===== src/rtl/fft_frame_sched.sv =====
// fft_frame_sched
// Shares one FFT/IFFT core between two requesters. A round-robin arbiter picks
// a frame, streams its N = 2^TOTAL_STAGE_P samples from the winner's buffer
// into the core, and tracks in-flight frames so that each requester gets a
// done pulse when the core emits the last output sample of its frame.
// Optional feature macro: FFT_SCHED_TIMEOUT_EN (watchdog + sticky err).
module fft_frame_sched #(
    parameter int TOTAL_STAGE_P = 10,
    parameter int MULT_WIDTH_P  = 18,
    parameter int MAX_INFLIGHT  = 2
) (
    input  logic                     iclk,
    input  logic                     rst_n,
    input  logic [1:0]               req,
    input  logic [1:0]               req_inv,
    output logic [1:0]               gnt,
    output logic                     rd_sel,
    output logic                     rd_en,
    output logic [TOTAL_STAGE_P-1:0] rd_addr,
    input  logic [MULT_WIDTH_P-1:0]  rd_real,
    input  logic [MULT_WIDTH_P-1:0]  rd_imag,
    output logic                     core_en,
    output logic [TOTAL_STAGE_P-1:0] core_addr,
    output logic [MULT_WIDTH_P-1:0]  core_real,
    output logic [MULT_WIDTH_P-1:0]  core_imag,
    output logic                     core_inv,
    input  logic                     core_oen,
    input  logic [TOTAL_STAGE_P-1:0] core_oaddr,
    output logic [1:0]               done,
    output logic [2:0]               inflight,
    output logic                     err
);

    localparam int PTR_W = (MAX_INFLIGHT > 1) ? $clog2(MAX_INFLIGHT) : 1;
    localparam int SLOTS = 2 ** PTR_W;
    localparam logic [TOTAL_STAGE_P-1:0] LAST_ADDR = {TOTAL_STAGE_P{1'b1}};
    localparam logic [TOTAL_STAGE_P-1:0] ADDR_ZERO = {TOTAL_STAGE_P{1'b0}};
    localparam logic [TOTAL_STAGE_P-1:0] ADDR_ONE  = TOTAL_STAGE_P'(1);
    localparam logic [2:0]               MAX_CNT   = 3'(MAX_INFLIGHT);
    localparam logic [PTR_W-1:0]         PTR_ZERO  = {PTR_W{1'b0}};
    localparam logic [PTR_W-1:0]         PTR_ONE   = PTR_W'(1);
    localparam logic [PTR_W-1:0]         PTR_LAST  = PTR_W'(MAX_INFLIGHT - 1);

    typedef enum logic {
        ST_IDLE   = 1'b0,
        ST_STREAM = 1'b1
    } state_t;

    // Circular increment of an owner-FIFO pointer over MAX_INFLIGHT slots.
    function automatic logic [PTR_W-1:0] ptr_inc(input logic [PTR_W-1:0] p);
        logic [PTR_W-1:0] r;
        if (p == PTR_LAST) begin
            r = PTR_ZERO;
        end else begin
            r = p + PTR_ONE;
        end
        return r;
    endfunction

    state_t                     state_q, state_d;
    logic [1:0]                 gnt_q, gnt_d;
    logic                       rd_sel_q, rd_sel_d;
    logic                       rd_en_q, rd_en_d;
    logic [TOTAL_STAGE_P-1:0]   rd_addr_q, rd_addr_d;
    logic                       core_inv_q, core_inv_d;
    logic                       last_q, last_d;
    logic                       core_en_q;
    logic [TOTAL_STAGE_P-1:0]   core_addr_q;
    logic [1:0]                 done_q, done_d;
    logic [2:0]                 inflight_q, inflight_d;
    logic [SLOTS-1:0]           owner_q, owner_d;
    logic [PTR_W-1:0]           wr_ptr_q, wr_ptr_d;
    logic [PTR_W-1:0]           rd_ptr_q, rd_ptr_d;

    logic                       cand_s;
    logic                       grant_s;
    logic                       cpl_s;
    logic                       pop_s;
    logic                       flush_s;

    // Candidate choice: a lone requester wins, otherwise the one not granted last.
    always_comb begin
        cand_s = 1'b0;
        case (req)
            2'b01:   cand_s = 1'b0;
            2'b10:   cand_s = 1'b1;
            2'b11:   cand_s = ~last_q;
            default: cand_s = 1'b0;
        endcase
    end

    // A blocked candidate (capacity or mode) stalls arbitration rather than
    // letting the other requester overtake it, so a mode switch cannot starve.
    assign grant_s = (state_q == ST_IDLE) && req[cand_s] && (inflight_q < MAX_CNT) &&
                     ((inflight_q == 3'd0) || (req_inv[cand_s] == core_inv_q));

    assign cpl_s = core_oen && (core_oaddr == LAST_ADDR);
    assign pop_s = cpl_s && (inflight_q != 3'd0);

    // Stream FSM next-state: grant launches a frame, STREAM walks 0..N-1.
    always_comb begin
        state_d    = state_q;
        gnt_d      = 2'b00;
        rd_sel_d   = rd_sel_q;
        rd_en_d    = 1'b0;
        rd_addr_d  = ADDR_ZERO;
        core_inv_d = core_inv_q;
        last_d     = last_q;
        case (state_q)
            ST_IDLE: begin
                if (grant_s) begin
                    state_d    = ST_STREAM;
                    gnt_d      = cand_s ? 2'b10 : 2'b01;
                    rd_sel_d   = cand_s;
                    rd_en_d    = 1'b1;
                    rd_addr_d  = ADDR_ZERO;
                    core_inv_d = req_inv[cand_s];
                    last_d     = cand_s;
                end else begin
                    state_d = ST_IDLE;
                end
            end
            ST_STREAM: begin
                if (rd_addr_q == LAST_ADDR) begin
                    state_d = ST_IDLE;
                end else begin
                    state_d   = ST_STREAM;
                    rd_en_d   = 1'b1;
                    rd_addr_d = rd_addr_q + ADDR_ONE;
                end
            end
            default: begin
                state_d = ST_IDLE;
            end
        endcase
    end

    // Stream FSM state and registered read-side outputs.
    always_ff @(posedge iclk or negedge rst_n) begin
        if (!rst_n) begin
            state_q    <= ST_IDLE;
            gnt_q      <= 2'b00;
            rd_sel_q   <= 1'b0;
            rd_en_q    <= 1'b0;
            rd_addr_q  <= ADDR_ZERO;
            core_inv_q <= 1'b0;
            last_q     <= 1'b1;
        end else begin
            state_q    <= state_d;
            gnt_q      <= gnt_d;
            rd_sel_q   <= rd_sel_d;
            rd_en_q    <= rd_en_d;
            rd_addr_q  <= rd_addr_d;
            core_inv_q <= core_inv_d;
            last_q     <= last_d;
        end
    end

    // Core input strobe/address trail the buffer read by its 1-cycle latency.
    always_ff @(posedge iclk or negedge rst_n) begin
        if (!rst_n) begin
            core_en_q   <= 1'b0;
            core_addr_q <= ADDR_ZERO;
        end else begin
            core_en_q   <= rd_en_q;
            core_addr_q <= rd_addr_q;
        end
    end

    // Owner FIFO and in-flight count. Every queued frame shares the current
    // core_inv (mode only changes when the FIFO is empty), so only the owner
    // needs storing per entry.
    always_comb begin
        owner_d    = owner_q;
        wr_ptr_d   = wr_ptr_q;
        rd_ptr_d   = rd_ptr_q;
        inflight_d = inflight_q;
        done_d     = 2'b00;
        if (flush_s) begin
            rd_ptr_d = PTR_ZERO;
            if (grant_s) begin
                owner_d[PTR_ZERO] = cand_s;
                wr_ptr_d          = ptr_inc(PTR_ZERO);
                inflight_d        = 3'd1;
            end else begin
                wr_ptr_d   = PTR_ZERO;
                inflight_d = 3'd0;
            end
        end else begin
            if (grant_s) begin
                owner_d[wr_ptr_q] = cand_s;
                wr_ptr_d          = ptr_inc(wr_ptr_q);
            end else begin
                wr_ptr_d = wr_ptr_q;
            end
            if (pop_s) begin
                rd_ptr_d = ptr_inc(rd_ptr_q);
                done_d   = owner_q[rd_ptr_q] ? 2'b10 : 2'b01;
            end else begin
                rd_ptr_d = rd_ptr_q;
            end
            case ({grant_s, pop_s})
                2'b10:   inflight_d = inflight_q + 3'd1;
                2'b01:   inflight_d = inflight_q - 3'd1;
                default: inflight_d = inflight_q;
            endcase
        end
    end

    // Owner FIFO, in-flight counter and done pulse registers.
    always_ff @(posedge iclk or negedge rst_n) begin
        if (!rst_n) begin
            owner_q    <= {SLOTS{1'b0}};
            wr_ptr_q   <= PTR_ZERO;
            rd_ptr_q   <= PTR_ZERO;
            inflight_q <= 3'd0;
            done_q     <= 2'b00;
        end else begin
            owner_q    <= owner_d;
            wr_ptr_q   <= wr_ptr_d;
            rd_ptr_q   <= rd_ptr_d;
            inflight_q <= inflight_d;
            done_q     <= done_d;
        end
    end

`ifdef FFT_SCHED_TIMEOUT_EN
    localparam logic [TOTAL_STAGE_P+3:0] WD_LAST = {(TOTAL_STAGE_P + 4){1'b1}};
    localparam logic [TOTAL_STAGE_P+3:0] WD_ZERO = {(TOTAL_STAGE_P + 4){1'b0}};
    localparam logic [TOTAL_STAGE_P+3:0] WD_ONE  = (TOTAL_STAGE_P + 4)'(1);

    logic [TOTAL_STAGE_P+3:0] wdog_q, wdog_d;
    logic                     err_q, err_d;

    // Watchdog: silent core with frames outstanding for 2^(TOTAL_STAGE_P+4)
    // cycles flushes the FIFO; that or a completion with nothing queued latches err.
    always_comb begin
        wdog_d  = wdog_q;
        err_d   = err_q;
        flush_s = 1'b0;
        if ((inflight_q == 3'd0) || core_oen) begin
            wdog_d = WD_ZERO;
        end else if (wdog_q == WD_LAST) begin
            wdog_d  = WD_ZERO;
            flush_s = 1'b1;
            err_d   = 1'b1;
        end else begin
            wdog_d = wdog_q + WD_ONE;
        end
        if (cpl_s && (inflight_q == 3'd0)) begin
            err_d = 1'b1;
        end else begin
            err_d = err_d;
        end
    end

    // Watchdog counter and sticky error flag.
    always_ff @(posedge iclk or negedge rst_n) begin
        if (!rst_n) begin
            wdog_q <= WD_ZERO;
            err_q  <= 1'b0;
        end else begin
            wdog_q <= wdog_d;
            err_q  <= err_d;
        end
    end

    assign err = err_q;
`else
    assign flush_s = 1'b0;
    assign err     = 1'b0;
`endif

    assign gnt       = gnt_q;
    assign rd_sel    = rd_sel_q;
    assign rd_en     = rd_en_q;
    assign rd_addr   = rd_addr_q;
    assign core_en   = core_en_q;
    assign core_addr = core_addr_q;
    assign core_real = rd_real;
    assign core_imag = rd_imag;
    assign core_inv  = core_inv_q;
    assign done      = done_q;
    assign inflight  = inflight_q;

endmodule


===== config.mk =====
export PLATFORM = sky130hd
export DESIGN_NAME = fft_frame_sched
export DESIGN_NICKNAME = d
export VERILOG_FILES = /design/src/rtl/fft_frame_sched.sv
export SDC_FILE = /design/constraint.sdc
export NUM_CORES = 1
export LEC_CHECK = 0
export BUFFER_PORTS_ARGS = -buffer_cell sky130_fd_sc_hd__buf_4
export CORE_MARGIN = 5
export CORE_UTILIZATION = 38
export CTS_CLUSTER_DIAMETER = 30
export DETAILED_ROUTE_END_ITERATION = 10
export PLACE_DENSITY = 0.76
export SKIP_LAST_GASP = 1
export SYNTH_ARGS = -nofsm -noshare
export SYNTH_HDL_FRONTEND = slang
export SYNTH_SLANG_ARGS = --single-unit

===== constraint.sdc =====
create_clock -name iclk -period 2.3 [get_ports iclk]
set_clock_uncertainty 0.15 [all_clocks]
set_input_delay 0.46 -clock iclk [delete_from_list [all_inputs] [get_ports iclk]]
set_output_delay 0.46 -clock iclk [all_outputs]
set_load 0.005 [all_outputs]

==> results_dict.tcl <==
set metrics [dict create \
    synth_edf_count 0 \
    outcome "finished clean" \
    cp_slowest_stage_delay_ns 0.39 \
    drc 0 \
    cpMaxStageDelayCell "dfstp_2" \
    die_area_um2 6252 \
    antenna_found_initial 0 \
    fp.coreArea_um2 4692 \
    path_clk_slew_ns 0.07 \
    synth_xor_area_frac 0.05314 \
    grt_pass1_vias 1153 \
    wl_per_cell_um 14.20 \
    period_minus_slack_ns 2.228 \
    holdCritPathClass "flip-flop to flip-flop" \
    setup_viol 0 \
    yosys-top-cells-count "buf_4, dfrtp_1, nor2_1" \
    synth_largest_area_cell "dfrtp_1" \
    diodes 0 \
    placed_cells 235 \
    syn_area_um2 1813 \
    grt_max_degree 37 \
    fin_cells 245 \
    yosysWarningCount 0 \
    synthArstFlopShare 1.000 \
    seq_area_frac_synth 0.4976 \
    cp_cell_sequence "a21boi_4, mux2i_4, mux2i_1, nand2_1, ha_2, inv_1, fa_2, xor2_1, nor2_1, xor2_1" \
    synth.avg_cell_area_um2 11.26 \
    clock_path_buffers 2 \
    yosys.area_share.simple 0.1373 \
    finalWorstSetupSlack_ns 0.07241 \
    worst-setup-path-type "flip-flop to flip-flop" \
    rows 25 \
    synthTopCellsByArea "dfrtp_1, buf_4, xnor2_1, and2_1, nor2_1" \
    hpwl_um 2713 \
    cp.arrival_ns 2.25 \
    synthAdderAreaFrac 0.02484 \
    cts_resized 0 \
    port_buffers 47 \
    syn_to_final_growth_pct 18.91 \
    synth_most_common_cell "buf_4" \
    dr.pass1.iters 4 \
    worst_setup_path_end_kind "flip-flop" \
    wl_um 3479 \
    nets 246 \
    leakagePower_nw 1.040 \
    drtIter0Drc 45 \
    clock-sinks 36 \
    grt.total_usage 0.1169 \
    seq_power_share 0.555 \
    synth_compound_area_frac 0.08006 \
    irDropWorstVdd_v 0.0002337 \
    place_congestion 0.7729 \
    fin_setup_tns_ns 0 \
    switching_share 0.2256 \
    power.switching_w 0.0002612 \
    synth_top_family_by_area "buffers and inverters" \
    grt_pass1_wl_um 5526 \
    htree_levels 2 \
    multiInputGateArea_um2 615.6 \
    pin_count 121 \
    max_clock_freq_mhz 448.9 \
    vias 1195 \
    synth_top_area_frac 0.4831 \
    grt-ovfl-total 0 \
    cts_tree "done" \
    start_kind "flip-flop" \
    worstSkewPairLatency_ns 0.29 \
    holdWs_ns 0.2812 \
    num-fill-cells 444 \
    finalCritPeriodShare 0.9685 \
    power_density_nw_per_um2 537.0 \
    seqCellArea_um2 902.1 \
    max_cap_viol_count 0 \
    root_buffer "clkbuf_8" \
    p_total_w 0.001158 \
    post-place-ws_ns -0.1631 \
    slew_viol_final 0 \
    p_int_w 0.0008966 \
    synthFlopType "dfrtp_1" \
    clkPwrFrac 0.369 \
    pwr-share-comb 0.076 \
    die_w_um 79.07 \
    cp_max_fo 2 \
    syn-num-nets 217 \
    numCtsBuffers 5 \
    ys_seq_elements 36 \
    initial_utilization 0.3864 \
    drive_above_1_share 0.4084 \
    rsz0062_at_grt "yes" \
    dieHeight_um 79.07 \
    syn_inst 161 \
    required_ns 2.32 \
    postRouteAntennaNets 0 \
    cp_common_cell "xor2_1" \
    netlist-cell-type-count 38 \
    hold_viol 0 \
    muxShareOfSynthArea 0.03244 \
    vias_per_cell 4.878 \
]
[metal layers]
metal / wire [um] / vias to the layer above / GRT usage / share of wire
met3: 378 / 16 / 0.04649 / 0.11
li1: - / 563 / - / -
met1: 1240 / 558 / 0.1227 / 0.36
met2: 1777 / 58 / 0.1936 / 0.51
met4: 82 / 0 / 0.07560 / 0.024
met5: 0 / - / 0 / 0
[cells in the final DEF, fill, tap and decap left out, drive strengths merged, types with 3 or more instances in the layout]
master  instances
a21boi          3
and2            6
buf            59
clkbuf          5
clkinv          3
dfrtp          35
inv             8
mux2i           4
nand2           6
nand3           4
nand4           4
nor2           10
nor3            3
or4             3
xnor2           7
xor2            4
[worst max-delay path: cells and delay by family (launching register included)]
family                   cells  cell delay (ns)
adder cells (fa/ha/maj)      2             0.37
multiplexers                 2             0.51
AND/OR/NAND/NOR              2             0.15
AO/OA/AOI/OAI                1             0.19
XOR/XNOR                     2             0.29
flip-flops                   1             0.39
buffers and inverters        1             0.06
[logic make-up (layout without fill, tap and decap cells)]
family,Yosys count,in the layout
mux,5,5
buf+inv,46,76
other cells,1,1
fa+ha+maj,3,3
compound gates,17,17
xor+xnor,11,11
simple gates,42,42
flops,36,36
[per-stage QoR]
stage	cell area, um2	utilization
after floorplan	1831	-
after global placement	2051	0.4371
after detailed placement	2051	0.4371
after CTS	2148	0.4579
after global routing	2156	0.4595
final	2156	0.4595
[final timing paths]
kind	from	end	slack [ns]	depth (start not counted)
worst max-delay path	last_q$_DFFE_PN1P_	inflight[2]$_DFFE_PN0P_	0.07	10
max in group asynchronous	rst_n	last_q$_DFFE_PN1P_	1.16	2
min in group asynchronous	rst_n	core_addr[9]$_DFF_PN0_	0.50	2
worst max register to register	last_q$_DFFE_PN1P_	inflight[2]$_DFFE_PN0P_	0.07	10
worst min register to register	rd_addr[9]$_DFF_PN0_	core_addr[9]$_DFF_PN0_	0.28	0
worst min-delay path	rd_addr[9]$_DFF_PN0_	core_addr[9]$_DFF_PN0_	0.28	0
[sequential cells by signal, summed over array words and instances, names as in the netlist]
| signal | cells |
|---|---|
| wr_ptr_q | 1 |
| inflight | 3 |
| core_inv | 1 |
| rd_en | 1 |
| owner_q | 2 |
| core_en | 1 |
| rd_ptr_q | 1 |
| done | 2 |
| rd_addr | 10 |
| gnt | 2 |
| rd_sel | 1 |
| last_q | 1 |
| core_addr | 10 |
[layout make-up]
cell class / instances / area share
flip-flops and latches: 36 / 0.4185
clock inverters: 3 / 0.008706
inverters: 8 / 0.01393
clock buffers: 5 / 0.03192
repair buffers: 60 / 0.2101
multi-input cells: 79 / 0.2855
well taps: 54 / 0.03134
[power groups by stage]
stage | clock network [W] | logic [W] | registers [W]
floorplan | 0 | 0.0000797 | 0.000657
global placement | 0 | 0.0000847 | 0.000654
detailed placement | 0 | 0.0000858 | 0.000655
global route | 0.000479 | 0.0000971 | 0.000643
finish | 0.000428 | 0.0000877 | 0.000642
CTS | 0.000449 | 0.0000876 | 0.000642
[repair_timing]
action	in CTS	in global routing
endpoints found under the setup margin	0	2
endpoints found under the hold margin	35	0
hold buffers	1	0
buffers inserted	0	1
Note: power is estimated with default switching activity, not from simulation.
